[src/rtl/teclado_pkg.sv]
// teclado_pkg: shared types and helpers for the keypad scan front-end.
// Holds the debounce FSM state enum, the empty-code constant and the
// index-to-code mapping used when a debounced press is queued.
package teclado_pkg;

    // State | meaning
    // IDLE      | no key held, waiting for any synchronised key line
    // DEB_PRESS | a key was selected, counting stable high samples
    // HELD      | press accepted and queued, waiting for all keys low
    // DEB_REL   | all keys low, counting stable low samples
    typedef enum logic [1:0] {
        IDLE      = 2'd0,
        DEB_PRESS = 2'd1,
        HELD      = 2'd2,
        DEB_REL   = 2'd3
    } teclado_state_e;

    localparam int CODE_NONE  = 0;
    localparam int MAX_CODE_W = 4;   // 15 keys -> codes 1..15
    localparam int CNT_W      = 8;   // debounce length up to 255

    // Code 0 is reserved for "nothing queued", so key i maps to i+1.
    function automatic logic [MAX_CODE_W-1:0] code_from_index(
        input logic [MAX_CODE_W-1:0] idx
    );
        return idx + MAX_CODE_W'(1);
    endfunction

endpackage

[src/rtl/teclado_scan_fifo_if.sv]
// teclado_scan_fifo_if: key-code delivery bus between the keypad front-end
// (master) and the access-control consumer (slave).
interface teclado_scan_fifo_if #(
    parameter int CODE_W = 3
);
    logic [CODE_W-1:0] key_code;
    logic              key_valid;
    logic              key_ready;
    logic              key_done;
    logic              overflow;
    logic              ovf_clr;

    modport master (
        output key_code,
        output key_valid,
        output key_done,
        output overflow,
        input  key_ready,
        input  ovf_clr
    );

    modport slave (
        input  key_code,
        input  key_valid,
        input  key_done,
        input  overflow,
        output key_ready,
        output ovf_clr
    );
endinterface

[src/rtl/teclado_code_fifo.sv]
// teclado_code_fifo: key-code queue with registered head (code + valid).
// Build option TECLADO_FIFO_EN selects a circular FIFO of FIFO_DEPTH
// entries; without it a single holding register is used. In both builds a
// pop frees its slot on the same edge, so a push into a full queue that is
// being popped is accepted. o_drop flags a push that found no room.
module teclado_code_fifo
    import teclado_pkg::*;
#(
    parameter int CODE_W     = 3,
    parameter int FIFO_DEPTH = 4
)(
    input  logic              clk,
    input  logic              reset,
    input  logic              i_push,
    input  logic [CODE_W-1:0] i_push_code,
    input  logic              i_ready,
    output logic [CODE_W-1:0] o_code,
    output logic              o_valid,
    output logic              o_drop
);

    if (FIFO_DEPTH < 2 || (FIFO_DEPTH & (FIFO_DEPTH - 1)) != 0) begin : g_depth_check
        $error("teclado_code_fifo: FIFO_DEPTH must be a power of two >= 2");
    end

    logic [CODE_W-1:0] r_code;
    logic              r_valid;
    logic              w_pop;
    logic              w_accept;

`ifdef TECLADO_FIFO_EN
    localparam int              PTR_W    = $clog2(FIFO_DEPTH);
    localparam logic [PTR_W:0]  FULL_CNT = (PTR_W + 1)'(FIFO_DEPTH);

    logic [CODE_W-1:0] r_mem [FIFO_DEPTH];
    logic [PTR_W-1:0]  r_rd_ptr;
    logic [PTR_W-1:0]  r_wr_ptr;
    logic [PTR_W:0]    r_count;

    logic [PTR_W:0]    w_occ;
    logic [PTR_W:0]    w_count_nx;
    logic [PTR_W-1:0]  w_rd_nx;
    logic [CODE_W-1:0] w_head_nx;

    // Pop first, then push; the head register is preloaded with whatever
    // entry will be at the front after this edge.
    always_comb begin
        w_pop      = r_valid && i_ready;
        w_accept   = i_push && ((r_count != FULL_CNT) || w_pop);
        w_occ      = r_count - (PTR_W + 1)'(w_pop);
        w_count_nx = w_occ + (PTR_W + 1)'(w_accept);
        w_rd_nx    = w_pop ? r_rd_ptr + PTR_W'(1) : r_rd_ptr;
        if (w_count_nx == '0) begin
            w_head_nx = CODE_W'(CODE_NONE);
        end else if (w_occ == '0) begin
            w_head_nx = i_push_code;
        end else begin
            w_head_nx = r_mem[w_rd_nx];
        end
    end

    // Pointer, occupancy and registered head update.
    always_ff @(posedge clk) begin
        if (reset) begin
            r_rd_ptr <= '0;
            r_wr_ptr <= '0;
            r_count  <= '0;
            r_valid  <= 1'b0;
            r_code   <= CODE_W'(CODE_NONE);
        end else begin
            r_rd_ptr <= w_rd_nx;
            if (w_accept) begin
                r_wr_ptr <= r_wr_ptr + PTR_W'(1);
            end
            r_count <= w_count_nx;
            r_valid <= (w_count_nx != '0);
            r_code  <= w_head_nx;
        end
    end

    // Storage write; contents are don't-care until counted as occupied.
    always_ff @(posedge clk) begin
        if (w_accept) begin
            r_mem[r_wr_ptr] <= i_push_code;
        end
    end
`else
    // Single slot: accept when empty or being emptied on this edge.
    always_comb begin
        w_pop    = r_valid && i_ready;
        w_accept = i_push && (!r_valid || w_pop);
    end

    // Holding register update.
    always_ff @(posedge clk) begin
        if (reset) begin
            r_valid <= 1'b0;
            r_code  <= CODE_W'(CODE_NONE);
        end else if (w_accept) begin
            r_valid <= 1'b1;
            r_code  <= i_push_code;
        end else if (w_pop) begin
            r_valid <= 1'b0;
            r_code  <= CODE_W'(CODE_NONE);
        end
    end
`endif

    assign o_code  = r_code;
    assign o_valid = r_valid;
    assign o_drop  = i_push && !w_accept;

endmodule

[src/rtl/teclado_scan_fifo.sv]
// teclado_scan_fifo: keypad front-end. Synchronises N_KEYS raw lines,
// debounces press and release, picks the lowest-index key and queues its
// code (index+1) for a valid/ready consumer. One code per physical press.
// Build option TECLADO_FIFO_EN: multi-entry code FIFO instead of a single
// holding register (see teclado_code_fifo).
module teclado_scan_fifo
    import teclado_pkg::*;
#(
    parameter int N_KEYS     = 4,
    parameter int DEB_CYCLES = 4,
    parameter int FIFO_DEPTH = 4
)(
    input  logic                clk,
    input  logic                reset,
    input  logic [N_KEYS-1:0]   keys_in,
    teclado_scan_fifo_if.master bus
);

    localparam int              CODE_W = $clog2(N_KEYS + 1);
    localparam logic [CNT_W-1:0] DEB_TC = CNT_W'(DEB_CYCLES);

    if (N_KEYS < 2 || N_KEYS > 15 || DEB_CYCLES < 1 || DEB_CYCLES > 255) begin : g_param_check
        $error("teclado_scan_fifo: N_KEYS must be 2..15 and DEB_CYCLES 1..255");
    end

    logic [N_KEYS-1:0] r_sync1;
    logic [N_KEYS-1:0] r_ks;
    teclado_state_e    r_state;
    logic [CNT_W-1:0]  r_cnt;
    logic [CODE_W-1:0] r_sel;
    logic              r_done;
    logic              r_ovf;

    teclado_state_e    w_state_nx;
    logic [CNT_W-1:0]  w_cnt_nx;
    logic [CODE_W-1:0] w_sel_nx;
    logic              w_push;
    logic              w_any;
    logic [CODE_W-1:0] w_low_idx;
    logic              w_sel_bit;
    logic [CODE_W-1:0] w_push_code;
    logic [CODE_W-1:0] w_code;
    logic              w_valid;
    logic              w_drop;

    // Two-flop synchroniser for the asynchronous key lines.
    always_ff @(posedge clk) begin
        if (reset) begin
            r_sync1 <= '0;
            r_ks    <= '0;
        end else begin
            r_sync1 <= keys_in;
            r_ks    <= r_sync1;
        end
    end

    // Priority encoder: lowest set index wins.
    always_comb begin
        w_any     = 1'b0;
        w_low_idx = '0;
        for (int i = N_KEYS - 1; i >= 0; i--) begin
            if (r_ks[i]) begin
                w_any     = 1'b1;
                w_low_idx = CODE_W'(i);
            end
        end
    end

    assign w_sel_bit   = |(r_ks & (N_KEYS'(1) << r_sel));
    assign w_push_code = CODE_W'(code_from_index(MAX_CODE_W'(r_sel)));

    // Debounce FSM state register.
    always_ff @(posedge clk) begin
        if (reset) begin
            r_state <= IDLE;
            r_cnt   <= '0;
            r_sel   <= '0;
        end else begin
            r_state <= w_state_nx;
            r_cnt   <= w_cnt_nx;
            r_sel   <= w_sel_nx;
        end
    end

    // Debounce FSM next state; only the selected key matters during the
    // press debounce, any key restarts the release debounce.
    always_comb begin
        w_state_nx = r_state;
        w_cnt_nx   = r_cnt;
        w_sel_nx   = r_sel;
        w_push     = 1'b0;
        case (r_state)
            IDLE: begin
                if (w_any) begin
                    w_sel_nx   = w_low_idx;
                    w_cnt_nx   = CNT_W'(1);
                    w_state_nx = DEB_PRESS;
                end
            end
            DEB_PRESS: begin
                if (!w_sel_bit) begin
                    w_state_nx = IDLE;
                end else if (r_cnt == DEB_TC) begin
                    w_push     = 1'b1;
                    w_state_nx = HELD;
                end else begin
                    w_cnt_nx = r_cnt + CNT_W'(1);
                end
            end
            HELD: begin
                if (!w_any) begin
                    w_cnt_nx   = CNT_W'(1);
                    w_state_nx = DEB_REL;
                end
            end
            DEB_REL: begin
                if (w_any) begin
                    w_state_nx = HELD;
                end else if (r_cnt == DEB_TC) begin
                    w_state_nx = IDLE;
                end else begin
                    w_cnt_nx = r_cnt + CNT_W'(1);
                end
            end
            default: begin
                w_state_nx = IDLE;
            end
        endcase
    end

    teclado_code_fifo #(
        .CODE_W     (CODE_W),
        .FIFO_DEPTH (FIFO_DEPTH)
    ) u_code_fifo (
        .clk         (clk),
        .reset       (reset),
        .i_push      (w_push),
        .i_push_code (w_push_code),
        .i_ready     (bus.key_ready),
        .o_code      (w_code),
        .o_valid     (w_valid),
        .o_drop      (w_drop)
    );

    // Accept pulse and sticky overflow; a new drop beats a clear.
    always_ff @(posedge clk) begin
        if (reset) begin
            r_done <= 1'b0;
            r_ovf  <= 1'b0;
        end else begin
            r_done <= w_push;
            if (w_drop) begin
                r_ovf <= 1'b1;
            end else if (bus.ovf_clr) begin
                r_ovf <= 1'b0;
            end
        end
    end

    assign bus.key_code  = w_code;
    assign bus.key_valid = w_valid;
    assign bus.key_done  = r_done;
    assign bus.overflow  = r_ovf;

endmodule

[src/flat_wrapper.sv]
// flat-port wrapper written by rule: the top's interface ports become plain ports
module teclado_scan_fifo_flat import teclado_pkg::*;
#(
    parameter int N_KEYS     = 4,
    parameter int DEB_CYCLES = 4,
    parameter int FIFO_DEPTH = 4
)
  (clk, reset, keys_in, bus_key_code, bus_key_valid, bus_key_done, bus_overflow, bus_key_ready, bus_ovf_clr);
  teclado_scan_fifo_if #(.CODE_W(($clog2(N_KEYS + 1)))) bus_i ();
  input  logic clk;
  input  logic reset;
  input  logic [N_KEYS-1:0] keys_in;
  output wire logic [$bits(bus_i.key_code)-1:0] bus_key_code;
  output wire logic [$bits(bus_i.key_valid)-1:0] bus_key_valid;
  output wire logic [$bits(bus_i.key_done)-1:0] bus_key_done;
  output wire logic [$bits(bus_i.overflow)-1:0] bus_overflow;
  input wire logic [$bits(bus_i.key_ready)-1:0] bus_key_ready;
  input wire logic [$bits(bus_i.ovf_clr)-1:0] bus_ovf_clr;
  assign bus_key_code = bus_i.key_code;
  assign bus_key_valid = bus_i.key_valid;
  assign bus_key_done = bus_i.key_done;
  assign bus_overflow = bus_i.overflow;
  assign bus_i.key_ready = bus_key_ready;
  assign bus_i.ovf_clr = bus_ovf_clr;
  teclado_scan_fifo #(.N_KEYS(N_KEYS), .DEB_CYCLES(DEB_CYCLES), .FIFO_DEPTH(FIFO_DEPTH)) u_core (.clk(clk), .reset(reset), .keys_in(keys_in), .bus(bus_i));
endmodule
[config.mk]
export PLATFORM = sky130hd
export DESIGN_NAME = teclado_scan_fifo_flat
export DESIGN_NICKNAME = d
export VERILOG_FILES = /design/src/rtl/teclado_pkg.sv /design/src/rtl/teclado_scan_fifo_if.sv /design/src/rtl/teclado_code_fifo.sv /design/src/rtl/teclado_scan_fifo.sv /design/src/flat_wrapper.sv
export SDC_FILE = /design/constraint.sdc
export NUM_CORES = 1
export LEC_CHECK = 0
export ABC_AREA = 1
export BUFFER_PORTS_ARGS = -buffer_cell sky130_fd_sc_hd__clkbuf_2
export CAP_MARGIN = 20
export CORE_ASPECT_RATIO = 1.4
export CORE_UTILIZATION = 50
export CTS_CLUSTER_SIZE = 14
export DETAILED_ROUTE_END_ITERATION = 16
export PLACE_DENSITY = 0.73
export SLEW_MARGIN = 20
export SYNTH_ARGS = -nofsm -noshare
export SYNTH_HDL_FRONTEND = slang
export SYNTH_SLANG_ARGS = --single-unit
[constraint.sdc]
create_clock -name clk -period 1.46 [get_ports clk]
set_input_delay 0.073 -clock clk [delete_from_list [all_inputs] [get_ports clk]]
set_output_delay 0.073 -clock clk [all_outputs]
set_load 0.1 [all_outputs]
==> flow_summary.ini <==
[power_and_ir_drop]
pwr_density_cell_nw_per_um2 = 1300
cellLeakagePower_nw = 0.733
p_sw_w = 0.000837
p_comb_share_pct = 41.1
pwr-share-clk_pct = 13.9
p_int_w = 0.00124
swShare_pct = 40.2
seq_power_share_pct = 44.9
ir_drop_v = 0.000904
power_w = 0.00208

[timing]
max_freq_ghz = 0.691
holdWs_ns = 0.0832
relSlewSlack_pct = 64.1
rsz0062_at_grt = true
min_period_ns = 1.45
setup_viol = 0
layout_setup_ws_ns = 0.0134
drv_slew = 0
min_period_over_period_pct = 99.1
hold_viol = 0
finClkSkew_ns = 0.0143
worst_pin_slew_ns = 0.541

[grt]
grt_pass1_wl_um = 4390
grtUsageTotal_pct = 20.2
grt_max_degree = 18
first_global_vias = 1176
overflow = 0
antenna_found_initial = 0

[logic_synthesis]
syn_nets = 203
syn_inst = 189
syn_area_um2 = 1300
synthArstFlopShare_pct = 0
yosys_warnings = 0
synth.distinct_cells = 23
synth_seq_cells = 26
yosysSeqAreaShare_pct = 40.0
avgSynthCellArea_um2 = 6.88
ys.flop_type = dfxtp_1
synth_edf_count = 0

[floorplanning]
die_y_um = 62.4
ios = 14
die-area_um2 = 2810
coreArea_um2 = 2420
die_w_um = 45.1
initial_utilization_pct = 53.8
rows = 21

[cts]
clk_path_buf_depth = 2
tritoncts = built
numCtsBuffers = 3
clk_pin_slew_worst_paths_ns = 0.13
cts.sinks = 26
cts_root_buf = clkbuf_4
clock_latency_ns = 0.32
h-tree-depth = 1

[setup_path]
required_ns = 1.71
cp.arrival_ns = 1.69
cp_max_fo = 5
worstSetupPathType = flop to flop
worstSetupEndpointType = flop
r2r_slack_ns = 0.01
start_kind = flop

[route]
vias_per_cell = 4.94
drtIter0Drc = 29
wl_per_cell_um = 11.1
ant_nets = 0
drt-pass1-iter-count = 4
vias = 1221
wl_um = 2750
drc_errors = 0

[placed_design]
place_ws_ns = -0.0249
gp_congestion = 0.801
dpl.hpwl_um = 1910
portBuffers = 13
placed_cell_area_um2 = 1410

[finish]
mostFrequentLayoutCells = nand2_1, inv_1, nor2_1, dfxtp_1, nand3_1
fin_area_um2 = 1610
layout.nets = 229
diodes = 0
final_util_pct = 66.5
syn2layout_area_growth_pct = 23.5
final_common_cell = nand2_1
drive_gt1_share_pct = 28.2

[job]
maxCapViolCount = 0

[outcome]
outcome = finished clean

[min_path]
min_path_type = input port to flop
area by class of cell:
type                       count  area [µm²]
clock buffer                   3        22.5
fill                         223         811
inverter                      32         125
multi-input combinational    128         724
sequential                    26         532
tap                           34        42.5
timing repair buffer          24         160
metrics by stage:
stage | setup TNS (ns) | cells
2_1_floorplan | 0 | 189
3_3_place_gp | 0 | 236
3_5_place_dp | -0.100 | 236
4_1_cts | 0 | 244
5_1_grt | -0.650 | 247
6_report | 0 | 247
Yosys cell counts, types with 2 or more instances:
master,instances,area (µm²)
nand2_1,46,173
inv_1,30,113
nor2_1,28,105
dfxtp_1,26,521
nand3_1,14,70.1
a21oi_1,10,50.1
o21ai_0,8,40.0
ha_1,6,75.1
nand2_2,3,18.8
inv_2,2,7.51
nand2_4,2,22.5
nor2_2,2,12.5
nor3_1,2,10.0
worst paths after layout:
| kind | from | cells after the start | end |
|---|---|---|---|
| worst min register to register | u_core.r_sync1[2] | 2 | u_core.r_ks[2] |
| worst min-delay path | bus_key_ready | 4 | u_core.bus.overflow |
| worst max-delay path | u_core.r_sel[0] | 10 | u_core.r_state[1] |
| worst max register to register | u_core.r_sel[0] | 10 | u_core.r_state[1] |
routing by layer:
layer | vias to the layer above | wire (µm) | share of wire (%) | GRT usage (%)
met2 | 16 | 1570 | 57 | 38.8
met1 | 561 | 1080 | 39 | 20.6
met5 | - | 0 | 0 | 0
li1 | 635 | - | - | -
met3 | 9 | 41 | 1.5 | 2.03
met4 | 0 | 70 | 2.5 | 7.58
power groups by stage:
stage	registers, W	logic [W]	clock network (W)
CTS	0.000910	0.000728	0.000300
detailed placement	0.000925	0.000707	0
finish	0.000935	0.000856	0.000290
global route	0.000949	0.000987	0.000338
global placement	0.000922	0.000682	0
floorplan	0.000889	0.000594	0
worst max-delay path, cell delays in order, from the launching register on:
cell	delay (ns)
dfxtp_4	0.38
ha_2	0.19
nand2_1	0.07
nand2_2	0.06
nor2_4	0.13
nand2_2	0.09
nand3_4	0.11
nand2_1	0.08
nand2_1	0.07
nand2_1	0.06
nor2_1	0.12
repair_timing:
action                     CTS  global route
buffers inserted             0             3
hold buffers                 5             0
resized for setup            3            31
hold endpoints to repair     5             0
setup endpoints to repair   10            13
pin swaps                    2             9
flip-flops by register name, summed over array words and instances, names as in the netlist:
| signal | flops |
|---|---|
| u_core.r_state | 2 |
| u_core.u_code_fifo.o_code | 3 |
| u_core.u_code_fifo.o_valid | 1 |
| u_core.r_sync1 | 4 |
| u_core.bus.overflow | 1 |
| u_core.bus.key_done | 1 |
| u_core.r_ks | 4 |
| u_core.r_sel | 2 |
| u_core.r_cnt | 8 |
cell families (layout without fill, tap and decap cells):
family,count (synthesis),count (layout),synth area share [%]
simple gates,100,100,33.8
flops,26,26,40.0
fa+ha+maj,6,6,5.77
buf+inv,35,59,11.0
compound gates,22,22,9.42
Note: power is estimated with default switching activity, not from simulation.
